--- config.mk ---
export PLATFORM = sky130hd
export DESIGN_NAME = fir_coef_loader
export DESIGN_NICKNAME = d
export VERILOG_FILES = /design/src/rtl/fir_pkg.sv /design/src/rtl/fir_coef_loader_phase_timer.sv /design/src/rtl/fir_coef_loader.sv
export SDC_FILE = /design/constraint.sdc
export NUM_CORES = 1
export LEC_CHECK = 0
export CORE_ASPECT_RATIO = 0.75
export CORE_MARGIN = 1.5
export CORE_UTILIZATION = 40
export DETAILED_ROUTE_END_ITERATION = 8
export MAX_ROUTING_LAYER = met4
export PLACE_DENSITY = 0.69
export SETUP_SLACK_MARGIN = 0.05
export SLEW_MARGIN = 15
export SYNTH_ARGS = -nofsm -noshare
export SYNTH_HDL_FRONTEND = slang
export SYNTH_SLANG_ARGS = --single-unit
--- constraint.sdc ---
create_clock -name clk -period 2 [get_ports clk]
set_input_delay 0.4 -clock clk [delete_from_list [all_inputs] [get_ports clk]]
set_output_delay 0.4 -clock clk [all_outputs]
set_load 0.01 [all_outputs]
--- src/rtl/fir_pkg.sv ---
// Shared widths and loader state encoding for the FIR
// coefficient path; imported by RTL and bench alike.
package fir_pkg;

  localparam int COEF_W   = 8;
  localparam int NUM_TAPS = 4;
  localparam int SHIFT_W  = NUM_TAPS * COEF_W;
  localparam int CNT_W    = $clog2(SHIFT_W);

  typedef enum logic [2:0] {
    IDLE,
    SETUP,
    PH1,
    GAP1,
    PH2,
    GAP2,
    DONE
  } loader_state_t;

  // Counter width for a phase length; at least one bit so
  // a single-cycle phase still has a real register.
  function automatic int timer_w(input int pc);
    return (pc > 1) ? $clog2(pc) : 1;
  endfunction

endpackage

--- src/rtl/fir_coef_loader_phase_timer.sv ---
// Phase length timer: reloads on each state change and
// flags the last clock of the current phase.
module phase_timer
  import fir_pkg::*;
#(
  parameter int PHASE_CYCLES = 2
) (
  input  logic clk,
  input  logic reset,
  input  logic load_i,
  output logic expire_o
);

  localparam int W = timer_w(PHASE_CYCLES);
  localparam logic [W-1:0] RELOAD = W'(PHASE_CYCLES - 1);

  logic [W-1:0] cnt_q;
  logic [W-1:0] cnt_d;

  // Reload on entry to a phase, otherwise count down to 0.
  always_comb begin
    cnt_d = cnt_q;
    if (load_i) begin
      cnt_d = RELOAD;
    end else if (cnt_q != '0) begin
      cnt_d = cnt_q - 1'b1;
    end
  end

  // Counter register.
  always_ff @(posedge clk or posedge reset) begin
    if (reset) begin
      cnt_q <= '0;
    end else begin
      cnt_q <= cnt_d;
    end
  end

  assign expire_o = (cnt_q == '0);

endmodule

--- src/rtl/fir_coef_loader.sv ---
// Coefficient loader: accepts a packed tap set and shifts
// it MSB-first onto the two-phase scan chain.
module fir_coef_loader
  import fir_pkg::*;
#(
  parameter int PHASE_CYCLES = 2
) (
  input  logic               clk,
  input  logic               reset,
  input  logic               coef_valid,
  output logic               coef_ready,
  input  logic [SHIFT_W-1:0] coefs,
  output logic               shiftIn,
  output logic               shiftClk1,
  output logic               shiftClk2,
  output logic               busy,
  output logic               done
);

  loader_state_t      state_q, state_d;
  logic [SHIFT_W-1:0] shreg_q, shreg_d;
  logic [CNT_W-1:0]   bit_q, bit_d;
  logic               sin_q, sin_d;
  logic               sc1_q, sc1_d;
  logic               sc2_q, sc2_d;
  logic               done_q, done_d;
  logic               expire;
  logic               accept;

  assign coef_ready = (state_q == IDLE) && !reset;
  assign accept     = coef_valid && coef_ready;
  assign busy       = (state_q != IDLE) && (state_q != DONE);

  phase_timer #(
    .PHASE_CYCLES(PHASE_CYCLES)
  ) u_timer (
    .clk      (clk),
    .reset    (reset),
    .load_i   (state_d != state_q),
    .expire_o (expire)
  );

  // Next state, shift register, bit counter and the
  // registered versions of the chain-facing outputs.
  always_comb begin
    state_d = state_q;
    shreg_d = shreg_q;
    bit_d   = bit_q;
    unique case (state_q)
      IDLE: begin
        if (accept) begin
          state_d = SETUP;
          shreg_d = coefs;
          bit_d   = '0;
        end
      end
      SETUP: if (expire) state_d = PH1;
      PH1:   if (expire) state_d = GAP1;
      GAP1:  if (expire) state_d = PH2;
      PH2:   if (expire) state_d = GAP2;
      GAP2: begin
        if (expire) begin
          shreg_d = {shreg_q[SHIFT_W-2:0], 1'b0};
          bit_d   = bit_q + 1'b1;
          if (bit_q == CNT_W'(SHIFT_W - 1)) begin
            state_d = DONE;
          end else begin
            state_d = SETUP;
          end
        end
      end
      DONE:    state_d = IDLE;
      default: state_d = IDLE;
    endcase

    sin_d = sin_q;
    if (state_d == SETUP && state_q != SETUP) begin
      sin_d = shreg_d[SHIFT_W-1];
    end
    sc1_d  = (state_d == PH1);
    sc2_d  = (state_d == PH2);
    done_d = (state_d == DONE);
  end

  // State and output registers.
  always_ff @(posedge clk or posedge reset) begin
    if (reset) begin
      state_q <= IDLE;
      shreg_q <= '0;
      bit_q   <= '0;
      sin_q   <= 1'b0;
      sc1_q   <= 1'b0;
      sc2_q   <= 1'b0;
      done_q  <= 1'b0;
    end else begin
      state_q <= state_d;
      shreg_q <= shreg_d;
      bit_q   <= bit_d;
      sin_q   <= sin_d;
      sc1_q   <= sc1_d;
      sc2_q   <= sc2_d;
      done_q  <= done_d;
    end
  end

  assign shiftIn   = sin_q;
  assign shiftClk1 = sc1_q;
  assign shiftClk2 = sc2_q;
  assign done      = done_q;

endmodule

Word-level counts from Yosys, hierarchy flattened
Cells that the tools add are included.
Widths: inputs -> output; s select.
{ "classes": {"n_eq_ne": 15, "add_sub_neg": 2, "n_reduce_logical": 9, "mux": 16} }
{ "op_table": {"columns": ["op", "n"], "rows": [
  ["$mux 32", 2],
  ["$pmux 32 s2", 1],
  ["$mux 3", 7],
  ["$pmux 3 s6", 1],
  ["$eq 3x3->1 const B", 4],
  ["$mux 5", 2],
  ["$pmux 5 s2", 1],
  ["$eq 3x2->1 const B", 3],
  ["$eq 3x1->1 const B", 2],
  ["$add 5x1->5 const B", 1],
  ["$eq 5x5->1 const B", 1],
  ["$logic_and 1x1->1", 4],
  ["$ne 2x2->1 const B", 2],
  ["$logic_not 3->1", 1],
  ["$ne 3x1->1 const B", 1],
  ["$ne 3x3->1", 1],
  ["$ne 3x3->1 const B", 1],
  ["$reduce_and 3->1", 1],
  ["$reduce_bool 3->1", 1],
  ["$mux 1", 2],
  ["$reduce_bool 2->1", 1],
  ["$logic_not 1->1", 1],
  ["$sub 1x1->1 const B", 1]
]} }
{ "totals": {"out_inout_bits": 6, "in_bits": 35, "wordCells": 51, "register_bits": 45} }

Depth between registers and ports, before layout
Gate-level depths: netlist of run 1.
{ "depth": {"word_depth": 7, "ltp_mapped": 7, "depth_no_buf": 6} }

Modules after synthesis
A second synthesis of run 1 with hierarchy kept.
{ "hier_totals": {"hier_cells": 209, "hier_area_um2": 2019.4} }
{ "modules_own_cells": {"columns": ["mod", "seq_area_each_um2", "cells_per_inst", "area_each_um2", "n_inst"], "rows": [
  ["fir_coef_loader", 1101.1, 206, 1986.9, 1],
  ["phase_timer", 25.0, 3, 32.5, 1]
]} }

Worst setup path before layout of run 1
OpenSTA, ideal clock, no wires.
{ "synth_timing": {"path_type": "flip-flop to flip-flop", "startpoint": "reg state_q[2]", "endpoint": "reg sin_q, in the netlist shiftIn", "stages_incl_launch_ff": 7, "t_required_ns": 1.870, "path_slack_ns": 0.425, "setup_time_ns": 0.130, "period_less_slack_ns": 1.575, "t_arrival_ns": 1.446, "path_buffers": 3, "cell_sequence": "dfrtp_1 > buf_6 > nor4_4 > and2_4 > buf_12 > buf_12 > o21ai_0"} }
{ "synth_between": {"elab_chain_len": 7, "elab_cells_between_ends": 20, "classes_between": "eq/ne: 7; mux: 9; reduce/logical: 4"} }
{ "synth_rtl": {"columns": ["item", "line", "text"], "rows": [
  ["start, declared", "fir_coef_loader.sv:20", "loader_state_t state_q, state_d;"],
  ["start signal, assigned", "fir_coef_loader.sv:96", "state_q <= state_d;"],
  ["$logic_not 3->1 (*)", "fir_coef_loader.sv:30", "assign coef_ready = (state_q == IDLE) && !reset;"],
  ["$logic_and 1x1->1 (*)", "fir_coef_loader.sv:30", null],
  ["net coef_ready", "fir_coef_loader.sv:11", "output logic coef_ready,"],
  ["$logic_and 1x1->1 (*)", "fir_coef_loader.sv:31", "assign accept = coef_valid && coef_ready;"],
  ["$mux 3", "fir_coef_loader.sv:51", "if (accept) begin"],
  ["$pmux 3 s6", "fir_coef_loader.sv:49", "unique case (state_q)"],
  ["$eq 3x1->1", "fir_coef_loader.sv:77", "if (state_d == SETUP && state_q != SETUP) begin"],
  ["$logic_and 1x1->1", "fir_coef_loader.sv:77", null],
  ["end signal, assigned", "fir_coef_loader.sv:99", "sin_q <= sin_d;"],
  ["end, declared", "fir_coef_loader.sv:23", "logic sin_q, sin_d;"]
]} }
Mark *: on every way through the listed nets, which the timed path passes. The rest lies on a longest branch. The select of a mux whose other input is x is not followed.
A chain may end at the register's enable or synchronous reset.

Worst setup path after layout of run 1
{ "layout_timing": {"startpoint": "reg state_q[2]", "endpoint": "out busy"} }
{ "layout_between": {"elab_chain_len": 2, "elab_cells_between_ends": 3, "classes_between": "eq/ne: 1; reduce/logical: 2"} }
{ "layout_rtl": {"columns": ["item", "line", "text"], "rows": [
  ["$ne 3x3->1 or $reduce_bool 3->1 (tied branches)", "fir_coef_loader.sv:32", "assign busy = (state_q != IDLE) && (state_q != DONE);"],
  ["$logic_and 1x1->1 (*)", "fir_coef_loader.sv:32", null],
  ["end, declared", "fir_coef_loader.sv:16", "output logic busy,"]
]} }
Mark *: on every way between the ends. The rest lies on a longest branch, timed or not.

==> results of run 1 <==
[power groups by stage]
stage / Sequential (W) / Combinational, W / Clock [W]
2_1_floorplan: 0.00146 / 0.000878 / 0
3_3_place_gp: 0.00155 / 0.00113 / 0
3_5_place_dp: 0.00155 / 0.00117 / 0
4_1_cts: 0.00154 / 0.00117 / 0.000759
5_1_grt: 0.00156 / 0.00137 / 0.000811
6_report: 0.00152 / 0.00121 / 0.000742
[cell usage after synthesis, types with 2 or more instances]
master,count
nor2b_1,3
o21ai_0,6
nand3_1,3
buf_12,4
a22oi_1,30
buf_4,4
nor2_1,4
a21oi_1,2
nand2b_1,3
xor2_1,2
ha_1,2
inv_1,3
nand2_1,72
dfrtp_1,44
buf_2,5
[layout make-up]
class / count / area (um^2) / share of cell area
multi-input combinational: 142 / 788 / 0.297
clock buffer: 7 / 96.3 / 0.0363
clock inverter: 1 / 30.0 / 0.0113
inverter: 3 / 11.3 / 0.00424
timing repair buffer: 55 / 549 / 0.207
tap: 60 / 75.1 / 0.0283
sequential: 44 / 1100 / 0.416
[timing repair]
| action | 4_1_cts | 5_1_grt |
|---|---|---|
| setup buffers | 1 | 2 |
| endpoints found under the setup margin | 2 | 1 |
| resized for setup | 4 | 1 |
| pin swaps | 0 | 0 |
[critical path: cells and delay by family, from the launching register on]
family | cells | cell delay (ns)
flops | 1 | 0.44
buf+inv | 1 | 0.24
simple gates | 2 | 0.48
[flip-flops by register name, summed over array words and instances, names as in the netlist]
signal,cells
done,1
bit_q,5
shiftIn,1
shiftClk1,1
u_timer.cnt_q,1
state_q,3
shiftClk2,1
shreg_q,31
[logic make-up after synthesis]
| logic type | after synthesis |
|---|---|
| and+or+nand+nor | 93 |
| AOI/OAI and AO/OA | 44 |
| DFF | 44 |
| buffers and inverters | 17 |
| xor gates and xnor gates | 2 |
| adders and majority gates | 2 |
| muxes | 1 |
[worst max-delay path by stage]
| stage | from | endpoint | slack [ns] | cells past startpoint |
|---|---|---|---|---|
| final | state_q[2] | busy | 0.14 | 3 |
| after CTS | state_q[2] | busy | 0.05 | 3 |
| after global placement | reset | coef_ready | 0.01 | 3 |
| after detailed placement | reset | coef_ready | -0.004 | 3 |
| after floorplan | state_q[2] | shiftIn | 0.42 | 6 |
| after global routing | state_q[2] | busy | 0.07 | 3 |
[layout by cell type (no fill, tap or decap), types with 2 or more instances in the layout]
master / netlist / routed
nand2b_1: 3 / 3
nand2_1: 72 / 72
a21oi_1: 2 / 2
nor2b_1: 3 / 3
nand3_1: 3 / 3
o21ai_0: 6 / 6
ha_1: 2 / 2
dfrtp_1: 44 / 42
buf_12: 4 / 3
xor2_1: 2 / 2
buf_4: 4 / 12
clkdlybuf4s50_1: 0 / 38
clkbuf_8: 0 / 7
nor2_1: 4 / 4
dfrtp_2: 0 / 2
inv_1: 3 / 2
a22oi_1: 30 / 30
[per-stage QoR]
| step | worst slack [ns] | total power, W | util |
|---|---|---|---|
| after global routing | 0.0732 | 0.00374 | 0.542 |
| final | 0.143 | 0.00348 | 0.542 |
| after CTS | 0.0529 | 0.00348 | 0.538 |
| after global placement | 0.0109 | 0.00268 | 0.511 |
| after detailed placement | -0.00376 | 0.00272 | 0.511 |
| after floorplan | 0.425 | 0.00234 | - |
[layer usage]
metal	global-route usage	wire, um
met3	0.0408	230
met1	0.260	2220
met2	0.224	1800
met4	0.0423	27
met5	-	0
==> out/qor.yml, run 1 <==
synth:
  syn-instance-count: 203
  synth_edf_count: 0
  synth_warnings: 0
  synthXorXnorAreaFrac: 0.00856
  synthFlopType: "dfrtp_1"
  ys_types: 31
  ys_ff_latch: 44
  seq_area_frac_synth: 0.538
  synth_nets: 240
  synth_top_area_frac: 0.538
  synth_simple_gate_area_frac: 0.202
  yosysTopAreaCell: "dfrtp_1"
  synth-adder-area-share: 0.0122
  post_synth.cell_area_avg_um2: 10.1
  synth-compound-area-share: 0.156
  synth-async-reset-ratio: 1.00
  synthTopCellsByArea: "dfrtp_1 (54%), nand2_1 (13%), a22oi_1 (11%), buf_12 (3.9%), o21ai_0 (1.5%)"
  synth_top_family_by_area: "simple AND/OR/NAND/NOR gates"
  synth_mux_area_frac: 0.00550
  synth_area_um2: 2050
worst_setup_path:
  critPathMaxStageDelay_ns: 0.44
  critPathMaxFanout: 5
  r2r-start: "state_q[1]"
  slowest_stage: "dfrtp_2"
  required_ns: 1.60
  r2r_end: "shiftIn"
  arrival_ns: 1.46
  critPathKind: "flip-flop to output pin"
  rrSetupSlack_ns: 0.24
  path_cells: "nor2b_1 > or3_1 > clkdlybuf4s15_1"
  r2r_cells: 6
  cp-end-kind: "output pin"
  startpoint_type: "flip-flop"
drt:
  drt.antenna.violating_nets: 0
  route.detailed.drc: 3
  detail_route.wl_per_cell_um: 13.7
  vias: 1581
  drt-pass1-iter-count: 6
  drt_wl_total_um: 4280
  viasPerCell: 5.07
  detail_route.iter0.violations: 124
timing:
  clock_skew_ns: 0.00178
  relSlewSlack: 0.575
  fin_crit_ns: 1.86
  slew_violations: 0
  fmax_mhz: 539
  finalCritPeriodShare: 0.928
  finalSetupTns_ns: 0
  rsz0062_at_grt: "false"
  worst_slew_pin_slew_ns: 0.634
  setup_viol: 0
  finalHoldViolCount: 0
  whs_ns: 0.478
final_layout:
  fill_cells: 471
  diodes: 0
  drive_above_1_share: 0.119
  syn_to_final_growth_pct: 29.6
  fin_area_um2: 2650
  final_cells: 312
  nets: 288
power_and_ir_drop:
  netSwitchingPower_w: 0.00115
  seqPwrFrac: 0.438
  p_int_w: 0.00233
  pwr_density_cell_nw_per_um2: 1310
  ir_worst_vdd_mv: 0.467
  leakage_nw: 1.26
  p_sw_frac: 0.330
  combPwrFrac: 0.348
  clockPowerShare: 0.213
clock_tree:
  cts.sinks: 44
  cts_tree: "yes"
  cts_buffers: 5
  clk_path_buf_depth: 2
  postCtsHoldBufs: 0
  htreeDepth: 2
  clk_pin_slew_ns: 0.08
  clk_latency_ns: 0.29
  cts-root-buf: "clkbuf_8"
outcome:
  status: "finished, violations left"
  violations: "DRC"
grt:
  grt_pass1_wl_um: 7210
  grt_pass1_vias: 1469
  grt_use_total: 0.170
  grt_max_degree: 30
  antenna_found_initial: 0
  gr-total-overflow: 0
die:
  core_um2: 4900
  ios: 41
  initial_core_util: 0.418
  die_h_um: 65.0
  die_area_um2: 5560
  chipWidth_um: 85.6
  floorplan.rows: 22
min_path:
  holdPathStages: 2
  hold_end: "shreg_q[24]"
  min_from: "shreg_q[24]"
  hold_class: "flip-flop to flip-flop"
job:
  drv_cap: 0
place:
  io_buffers: 40
  dpl.cell_count: 301
  gp_congestion: 0.892
  hpwl_um: 2940
  place_area_um2: 2500
Power figures use the tool's default switching activity.
==> run 2: changes to the inputs <==
CTS_CLUSTER_DIAMETER = 200   (was default)
==> results of run 2 <==
Final layout, timing and power as in run 1 (identical DEF).
